File: src/rtl/cpu_pkg.sv
// cpu_pkg: shared state encodings, opcodes, ALU codes, trap causes and control vector
package cpu_pkg;
  typedef enum logic [2:0] {
    FETCH  = 3'd0,
    DECODE = 3'd1,
    EXEC   = 3'd2,
    MEM    = 3'd3,
    WB     = 3'd4,
    TRAP   = 3'd5
  } state_t;
  localparam logic [5:0] OP_R     = 6'b000000;
  localparam logic [5:0] OP_J     = 6'b000010;
  localparam logic [5:0] OP_BEQ   = 6'b000100;
  localparam logic [5:0] OP_ADDIU = 6'b001001;
  localparam logic [5:0] OP_ORI   = 6'b001101;
  localparam logic [5:0] OP_LW    = 6'b100011;
  localparam logic [5:0] OP_SW    = 6'b101011;
  localparam logic [2:0] ALU_ADDU = 3'b000;
  localparam logic [2:0] ALU_OR   = 3'b010;
  localparam logic [2:0] ALU_SUBU = 3'b100;
  localparam logic [1:0] CAUSE_NONE    = 2'b00;
  localparam logic [1:0] CAUSE_ILLEGAL = 2'b01;
  localparam logic [1:0] CAUSE_TIMEOUT = 2'b10;
  localparam logic [1:0] CAUSE_OVF     = 2'b11;
  typedef struct packed {
    logic       ext_op;
    logic       alu_src;
    logic [2:0] alu_op;
    logic       r_type;
    logic       branch;
    logic       reg_dst;
    logic       mem_to_reg;
    logic       mem_wr;
  } ctrl_t;
  // j is handled separately in DECODE, so it is not part of the EXEC-bound set
  function automatic logic is_legal(input logic [5:0] op);
    return op inside {OP_R, OP_ORI, OP_ADDIU, OP_LW, OP_SW, OP_BEQ};
  endfunction
endpackage

File: src/rtl/mc_decode.sv
// mc_decode: combinational opcode to control-vector decoder
module mc_decode
  import cpu_pkg::*;
(
  input  logic [5:0] op,
  output ctrl_t      ctrl
);
  always_comb begin
    ctrl            = '0;
    ctrl.r_type     = op == OP_R;
    ctrl.reg_dst    = op == OP_R;
    ctrl.alu_src    = op inside {OP_ORI, OP_ADDIU, OP_LW, OP_SW};
    ctrl.ext_op     = op inside {OP_ADDIU, OP_LW, OP_SW};
    ctrl.alu_op     = op == OP_ORI ? ALU_OR : op == OP_BEQ ? ALU_SUBU : ALU_ADDU;
    ctrl.branch     = op == OP_BEQ;
    ctrl.mem_to_reg = op == OP_LW;
    ctrl.mem_wr     = op == OP_SW;
  end
endmodule

File: src/rtl/mc_ctrl.sv
// mc_ctrl: multicycle CPU control FSM with memory wait timeout, traps and retire counter
module mc_ctrl
  import cpu_pkg::*;
#(
  parameter int TIMEOUT = 255,
  parameter int CNT_W   = 16
) (
  input  logic             clock,
  input  logic             rst_n,
  input  logic [5:0]       opcode,
  input  logic             Zero,
  input  logic             Overflow,
  input  logic             imem_ready,
  input  logic             dmem_ready,
  output logic             imem_req,
  output logic             ir_wr,
  output logic             pc_inc,
  output logic             pc_branch,
  output logic             pc_jump,
  output logic             ExtOp,
  output logic             ALUsrc,
  output logic [2:0]       ALUOp,
  output logic             R_type,
  output logic             RegDst,
  output logic             Branch,
  output logic             MemtoReg,
  output logic             RegWr,
  output logic             dmem_req,
  output logic             MemWr,
  output logic [2:0]       state,
  output logic             trap,
  output logic [1:0]       trap_cause,
  output logic [CNT_W-1:0] instr_cnt
);
  localparam logic [7:0] WAIT_LAST = 8'(TIMEOUT - 1);
  state_t state_q, state_d;
  logic [5:0] op_q;
  logic ov_q;
  logic [7:0] wait_q;
  logic [CNT_W-1:0] cnt_q;
  logic [1:0] cause_q, cause_d;
  logic ready, expire, ovf, retire, alu_on;
  ctrl_t c;
  mc_decode u_decode (.op(op_q), .ctrl(c));
  assign ready  = state_q == MEM ? dmem_ready : imem_ready;
  // the wait that would bring the counter to TIMEOUT is the one that traps, unless ready wins
  assign expire = !ready && wait_q == WAIT_LAST;
  assign ovf    = ov_q && op_q == OP_R;
  assign retire = (state_q == DECODE && opcode == OP_J) || (state_q == EXEC && op_q == OP_BEQ) ||
                  (state_q == MEM && dmem_ready && op_q == OP_SW) || (state_q == WB && !ovf);
  assign cause_d = state_d != TRAP || state_q == TRAP ? cause_q :
                   state_q == DECODE ? CAUSE_ILLEGAL :
                   state_q == WB ? CAUSE_OVF :
                   state_q inside {FETCH, MEM} ? CAUSE_TIMEOUT : cause_q;
  always_ff @(posedge clock or negedge rst_n)
    if (!rst_n) state_q <= FETCH;
    else state_q <= state_d;
  always_comb begin
    state_d = TRAP;
    case (state_q)
      FETCH:   state_d = imem_ready ? DECODE : expire ? TRAP : FETCH;
      DECODE:  state_d = opcode == OP_J ? FETCH : is_legal(opcode) ? EXEC : TRAP;
      EXEC:    state_d = op_q == OP_BEQ ? FETCH : op_q inside {OP_LW, OP_SW} ? MEM : WB;
      MEM:     state_d = dmem_ready ? (op_q == OP_SW ? FETCH : WB) : expire ? TRAP : MEM;
      WB:      state_d = ovf ? TRAP : FETCH;
      default: state_d = TRAP;
    endcase
  end
  assign alu_on = state_q inside {EXEC, WB};
  always_comb begin
    imem_req  = state_q == FETCH;
    ir_wr     = imem_req && imem_ready;
    pc_inc    = imem_req && imem_ready;
    pc_jump   = state_q == DECODE && opcode == OP_J;
    pc_branch = state_q == EXEC && c.branch && Zero;
    ExtOp     = alu_on && c.ext_op;
    ALUsrc    = alu_on && c.alu_src;
    ALUOp     = alu_on ? c.alu_op : ALU_ADDU;
    R_type    = alu_on && c.r_type;
    Branch    = state_q == EXEC && c.branch;
    RegDst    = state_q == WB && c.reg_dst;
    MemtoReg  = state_q == WB && c.mem_to_reg;
    RegWr     = state_q == WB && !ovf;
    dmem_req  = state_q == MEM;
    MemWr     = dmem_req && c.mem_wr;
    trap      = state_q == TRAP;
  end
  always_ff @(posedge clock or negedge rst_n)
    if (!rst_n) begin
      op_q    <= '0;
      ov_q    <= 1'b0;
      wait_q  <= '0;
      cnt_q   <= '0;
      cause_q <= CAUSE_NONE;
    end else begin
      cause_q <= cause_d;
      if (retire) cnt_q <= cnt_q + 1'b1;
      if (state_q == DECODE) op_q <= opcode;
      if (state_q == EXEC) ov_q <= Overflow;
      wait_q <= state_d != state_q && state_d inside {FETCH, MEM} ? 8'd0 :
                state_q inside {FETCH, MEM} && !ready ? wait_q + 8'd1 : wait_q;
    end
  assign state      = state_q;
  assign trap_cause = cause_q;
  assign instr_cnt  = cnt_q;
endmodule

File: config.mk
export PLATFORM = sky130hd
export DESIGN_NAME = mc_ctrl
export DESIGN_NICKNAME = d
export VERILOG_FILES = /design/src/rtl/cpu_pkg.sv /design/src/rtl/mc_decode.sv /design/src/rtl/mc_ctrl.sv
export SDC_FILE = /design/constraint.sdc
export NUM_CORES = 1
export LEC_CHECK = 0
export ABC_AREA = 0
export CAP_MARGIN = 30
export CORE_MARGIN = 5
export CORE_UTILIZATION = 40
export DETAILED_ROUTE_END_ITERATION = 10
export HOLD_SLACK_MARGIN = 0.1
export PLACE_DENSITY = 0.63
export SYNTH_ARGS = -nofsm -noshare
export SYNTH_HDL_FRONTEND = slang
export SYNTH_SLANG_ARGS = --single-unit
File: constraint.sdc
create_clock -name clock -period 5.13 [get_ports clock]
set_clock_uncertainty 0.2 [all_clocks]
set_input_delay 0.7695 -clock clock [delete_from_list [all_inputs] [get_ports clock]]
set_output_delay 0.7695 -clock clock [all_outputs]
set_load 0.005 [all_outputs]
==> flow_summary_export.csv, run 1 <==
group,metric,value,unit
run_status,status,"complete, no violations",
cts,clock_latency,0.29,ns
cts,clock_sinks,36,
cts,root_buffer,"clkbuf_8",
timing,relSlewSlack,53.1,%
worst_setup_path,crit_path_top_delay_cell,"or4b_4",
timing,rsz0062_at_grt,"no",
yosys,yosys_warnings,0,
timing,fin_hold_ws,0.278,ns
worst_setup_path,worst_path_most_repeated_cell,"clkdlybuf4s50_1",
yosys,ys_types,55,
floorplan,fp.dieH,82.8,um
power,irDropWorstVdd,0.111,mV
cts,postCtsSetupBuffers,0,
layout,syn2layout_area_growth,30.5,%
timing,fin_setup_tns,0,ns
grt,antenna_found_initial,0,
floorplan,start_util,41.2,%
layout,multi_input_area,1150,um2
grt,grt_pass1_vias,1716,
yosys,syn_area_per_cell,10.2,um2
cts,cts_max_level,2,
route,wl,4720,um
flow_run,drv_cap,0,
route,drc,0,
route,postRouteAntennaNets,0,
placement,dp.final_hpwl,3490,um
worst_setup_path,critPathLaunch,"opcode[2]",
grt,grt_max_degree,37,
worst_setup_path,cp.required,4.16,ns
timing,finalHoldViolations,0,
worst_setup_path,endpoint,"pc_jump",
placement,io_buffers,49,
grt,overflow,0,
yosys,ys_seq_area_share,42.6,%
layout,antennaDiodeCount,0,
timing,fmax,0.277,GHz
grt,grt_pass1_wl,8170,um
floorplan,die_x,82.8,um
yosys,synth-main-ff-cell,"dfrtp_1",
yosys,synth_cells,208,
worst_setup_path,worstSetupEndpointType,"output pin",
timing,slew_viol_final,0,
worst_setup_path,worstSetupPathType,"input pin to output pin",
timing,tightest_slew,0.699,ns
worst_setup_path,crit_path_max_fanout,4,
power,p_leak,1.19,nW
layout,seqCellArea,901,um2
worst_setup_path,ff2ff_path_depth,6,
worst_setup_path,r2r-end,"wait_q[0]",
worst_setup_path,rr_startpoint,"state[0]",
yosys,syn-cell-area,2120,um2
route,vias_per_cell,5.14,
route,vias,1696,
worst_setup_path,critical_path.startpoint_type,"input pin",
yosys,yosysTopAreaCell,"dfrtp_1",
floorplan,io_pins,51,
yosys,synth_seq_cells,36,
route,drtIter0Drc,75,
cts,cts_tree,"yes",
cts,numCtsBuffers,5,
floorplan,die_area,6850,um2
route,wl_per_cell,14.3,um
placement,routabilityCongestion,0.858,
worst_setup_path,arrival,2.64,ns
cts,cts.path.max_buffers,2,
power,powerDensity,188,nW/um2
cts,clk_pin_slew,0.07,ns
layout,nFillCells,499,
cts,hold_buffers,0,
cts,cts_resized,0,
yosys,synth_edf_count,0,
timing,finalSetupViolations,0,
layout,drive_gt1_share,13.5,%
floorplan,placeableCoreArea,5140,um2
worst_setup_path,rrSetupSlack,2.38,ns
route,firstDrtPassIters,4,
timing,min_period_over_period,70.3,%
timing,fin_crit,3.61,ns
floorplan,rows,26,
worst_setup_path,cp_slowest_stage_delay,0.56,ns
layout,fin_nets,274,
grt,grt_usage,15.5,%
yosys,synthTopCellsByArea,"dfrtp_1 (43%), xor2_1 (6.2%), mux2_2 (4.3%)",
min_path,hold_path_class,"flop to flop",
yosys,syn_nets,223,
worst_setup_path,path_cells,"clkdlybuf4s50_1, or4b_4, nor3_4, and2_1, clkdlybuf4s50_1",
yosys,synthArstFlopShare,100,%
yosys,yosys.area.top_type_share,42.6,%
## sequential cells by signal, indices dropped and copies added, names as in the netlist
signal      flops
instr_cnt      16
op_q            6
trap_cause      2
state           3
wait_q          8
ov_q            1
## synthesized netlist by cell type, types with 2 or more instances
cell and number:
mux2_2 8, dfrtp_1 36, xnor2_1 8, buf_2 3, nand2b_1 3, nor3_1 9
or3_1 2, nor3b_1 4, a21oi_1 12, nand4b_1 2, inv_1 9, and2_1 4
o2111ai_2 2, o21ai_0 2, or2_2 2, ha_1 3, nand3_1 6, nand2_1 9
nand4_1 5, nor2_1 21, buf_4 2, o211ai_1 3, a21oi_2 2, and3_1 4
nor2b_1 3, xor2_1 15
## critical path: cells and delay by family
family	cells	cell delay, ns
buffers and inverters	2	0.96
AND/OR/NAND/NOR	3	0.91
## area by class of cell
class / count / share of cell area (%)
tap: 70 / 3.17
timing repair buffer: 50 / 18.0
inverter: 9 / 1.22
clock inverter: 1 / 0.272
clock buffer: 7 / 3.12
sequential: 36 / 32.6
multi-input combinational: 157 / 41.6
## how the worst min path moves through the flow
stage,from,to,slack (ns),depth (start not counted)
5_1_grt,instr_cnt[15],instr_cnt[15],0.29,1
3_3_place_gp,instr_cnt[15],instr_cnt[15],0.26,1
6_report,instr_cnt[15],instr_cnt[15],0.28,1
2_1_floorplan,instr_cnt[15],instr_cnt[15],0.26,1
4_1_cts,instr_cnt[15],instr_cnt[15],0.28,1
3_5_place_dp,instr_cnt[15],instr_cnt[15],0.27,1
## per-stage QoR
stage / instances / cell area [um2] / utilization [%] / setup WS [ns] / total power, mW
after CTS: 330 / 2760 / 53.7 / 1.52 / 0.528
after floorplan: 208 / 2120 / - / 2.56 / 0.296
final: 330 / 2760 / 53.7 / 1.52 / 0.520
after global placement: 322 / 2670 / 51.9 / 1.54 / 0.313
after detailed placement: 322 / 2670 / 51.9 / 1.53 / 0.314
after global routing: 330 / 2760 / 53.7 / 1.46 / 0.545
## placed cells by master, fill, tap and decap left out, types with 2 or more instances in the layout
cell,count
clkdlybuf4s50_1,49
dfrtp_1,36
nor2_1,21
xor2_1,15
a21oi_1,12
inv_1,9
nor3_1,9
nand2_1,9
mux2_2,8
xnor2_1,8
nand3_1,6
clkbuf_8,6
nand4_1,5
and3_1,4
nor3b_1,4
and2_1,4
nand2b_1,3
nor2b_1,3
o211ai_1,3
ha_1,3
nand4b_1,2
or3_1,2
a21oi_2,2
o21ai_0,2
or2_2,2
o2111ai_2,2
## cell families after synthesis
group                      Yosys count  share of synthesized area, %
buffers and inverters               15                          3.19
adders and majority gates            3                          1.77
xor gates and xnor gates            23                          9.52
muxes                               10                          5.38
AOI/OAI and AO/OA                   36                          13.9
and+or+nand+nor                     84                          23.5
other                                1                         0.177
DFF                                 36                          42.6
## where the power goes
| part | internal (mW) | leakage (nW) | switching (mW) |
|---|---|---|---|
| Sequential | 0.284 | 0.467 | 0.000873 |
| Combinational | 0.0110 | 0.683 | 0.0113 |
| Clock | 0.109 | 0.0445 | 0.103 |
## metal layers
metal,global-route usage [%],up-vias,wire length [um]
met5,0,-,0
met4,3.92,0,49
met3,4.77,6,243
met2,23.6,47,2010
met1,21.5,800,2410
li1,-,843,-
Note: power is estimated with default switching activity, not from simulation.
==> run 2, diff against run 1 <==
==> constraint.sdc (replaced) <==
create_clock -name clock -period 3.5 [get_ports clock]
set_clock_uncertainty 0.2 [all_clocks]
set_input_delay 0.525 -clock clock [delete_from_list [all_inputs] [get_ports clock]]
set_output_delay 0.525 -clock clock [all_outputs]
set_load 0.005 [all_outputs]
==> flow_summary_export.csv, run 2 (synthesis results as in run 1) <==
group,metric,value,unit
run_status,status,"complete, no violations",
placement,dp.final_hpwl,3500,um
cts,clk_pin_slew,0.07,ns
floorplan,die_x,82.8,um
power,irDropWorstVdd,0.156,mV
grt,grt_pass1_wl,8050,um
floorplan,die_area,6850,um2
placement,dpl_worst_slack,0.388,ns
worst_setup_path,critical_path.startpoint_type,"input pin",
power,finalPower,746,uW
cts,cts_tree,"yes",
worst_setup_path,worstSetupEndpointType,"output pin",
cts,cts_max_level,2,
power,powerDensity,269,nW/um2
cts,root_buffer,"clkbuf_8",
flow_run,drv_cap,0,
floorplan,rows,26,
timing,fmax,0.323,GHz
worst_setup_path,worstSetupPathType,"input pin to output pin",
timing,fin_crit,3.10,ns
worst_setup_path,arrival,2.37,ns
power,p_leak,1.21,nW
timing,tightest_slew,0.559,ns
cts,numCtsBuffers,5,
route,firstDrtPassIters,4,
cts,cts_resized,0,
layout,final_util,54.0,%
layout,layout_common_cells,"clkdlybuf4s50_1 (49), dfrtp_1 (36), nor2_1 (21)",
layout,final_common_cell,"clkdlybuf4s50_1",
floorplan,fp.dieH,82.8,um
grt,grt_usage,15.4,%
timing,layout_setup_ws,0.405,ns
route,vias_per_cell,5.20,
worst_setup_path,crit_path_max_fanout,4,
route,postRouteAntennaNets,0,
timing,slew_viol_final,0,
cts,hold_buffers,0,
timing,finalHoldViolations,0,
floorplan,io_pins,51,
floorplan,start_util,41.2,%
timing,relSlewSlack,62.3,%
layout,largest_register_ffs,16,
route,drtIter0Drc,98,
timing,fin_setup_tns,0,ns
route,drc,0,
cts,clock_latency,0.29,ns
grt,grt_pass1_vias,1736,
grt,overflow,0,
cts,cts.path.max_buffers,2,
route,wl,4660,um
timing,min_period_over_period,88.4,%
layout,drive_gt1_share,14.1,%
placement,io_buffers,49,
route,wl_per_cell,14.0,um
placement,routabilityCongestion,0.863,
cts,postCtsSetupBuffers,0,
layout,fin_nets,277,
timing,fin_hold_ws,0.274,ns
cts,clock_sinks,36,
min_path,hold_path_class,"flop to flop",
route,vias,1733,
floorplan,placeableCoreArea,5140,um2
layout,syn2layout_area_growth,31.1,%
layout,antennaDiodeCount,0,
timing,rsz0062_at_grt,"no",
timing,finalSetupViolations,0,
grt,grt_max_degree,37,
worst_setup_path,cp.required,2.77,ns
grt,antenna_found_initial,0,
-- run 2: report_power, final --
group / leakage (nW) / switching (mW) / internal [mW]
clock: 0.0424 / 0.153 / 0.142
sequential: 0.467 / 0.00122 / 0.417
combinational: 0.698 / 0.0166 / 0.0162
-- run 2: path summary, 6_finish.rpt --
path / slack (ns) / start / endpoint / depth (start not counted)
setup / recovery: 0.40 / opcode[5] / pc_jump / 5
hold / removal: 0.27 / instr_cnt[15] / instr_cnt[15] / 1
setup reg to reg: 1.02 / op_q[3] / wait_q[0] / 6
hold reg to reg: 0.27 / instr_cnt[15] / instr_cnt[15] / 1
max in group asynchronous: 2.31 / rst_n / wait_q[7] / 2
min in group asynchronous: 0.45 / rst_n / op_q[1] / 2
-- run 2: cell type report --
type	count	area [um2]
repair buffers	53	520
fillers	475	2360
multi-input cells	157	1150
clock buffers	7	76.3
clock inverters	1	8.76
flip-flops and latches	36	901
inverters	9	33.8
well taps	70	87.6
-- run 2: through the flow --
stage | instances | instance area [um2]
detailed placement | 325 | 2690
floorplan | 208 | 2120
CTS | 333 | 2780
global route | 333 | 2780
finish | 333 | 2780
global placement | 325 | 2690
-- run 2: layer usage --
metal / global-route usage (%) / up-vias / wire length [um] / part of all wire (%)
met5: 0 / - / 0 / 0
met4: 4.41 / 0 / 50 / 1.1
met3: 4.88 / 6 / 288 / 6.2
met2: 23.5 / 45 / 2050 / 44
met1: 20.9 / 837 / 2270 / 49
li1: - / 845 / - / -
-- run 2: worst max-delay path, cell delays in order --
cell and delay [ns]:
clkdlybuf4s50_1 0.46, or4b_4 0.55, nor3_4 0.17, and2_1 0.15
clkdlybuf4s50_1 0.51
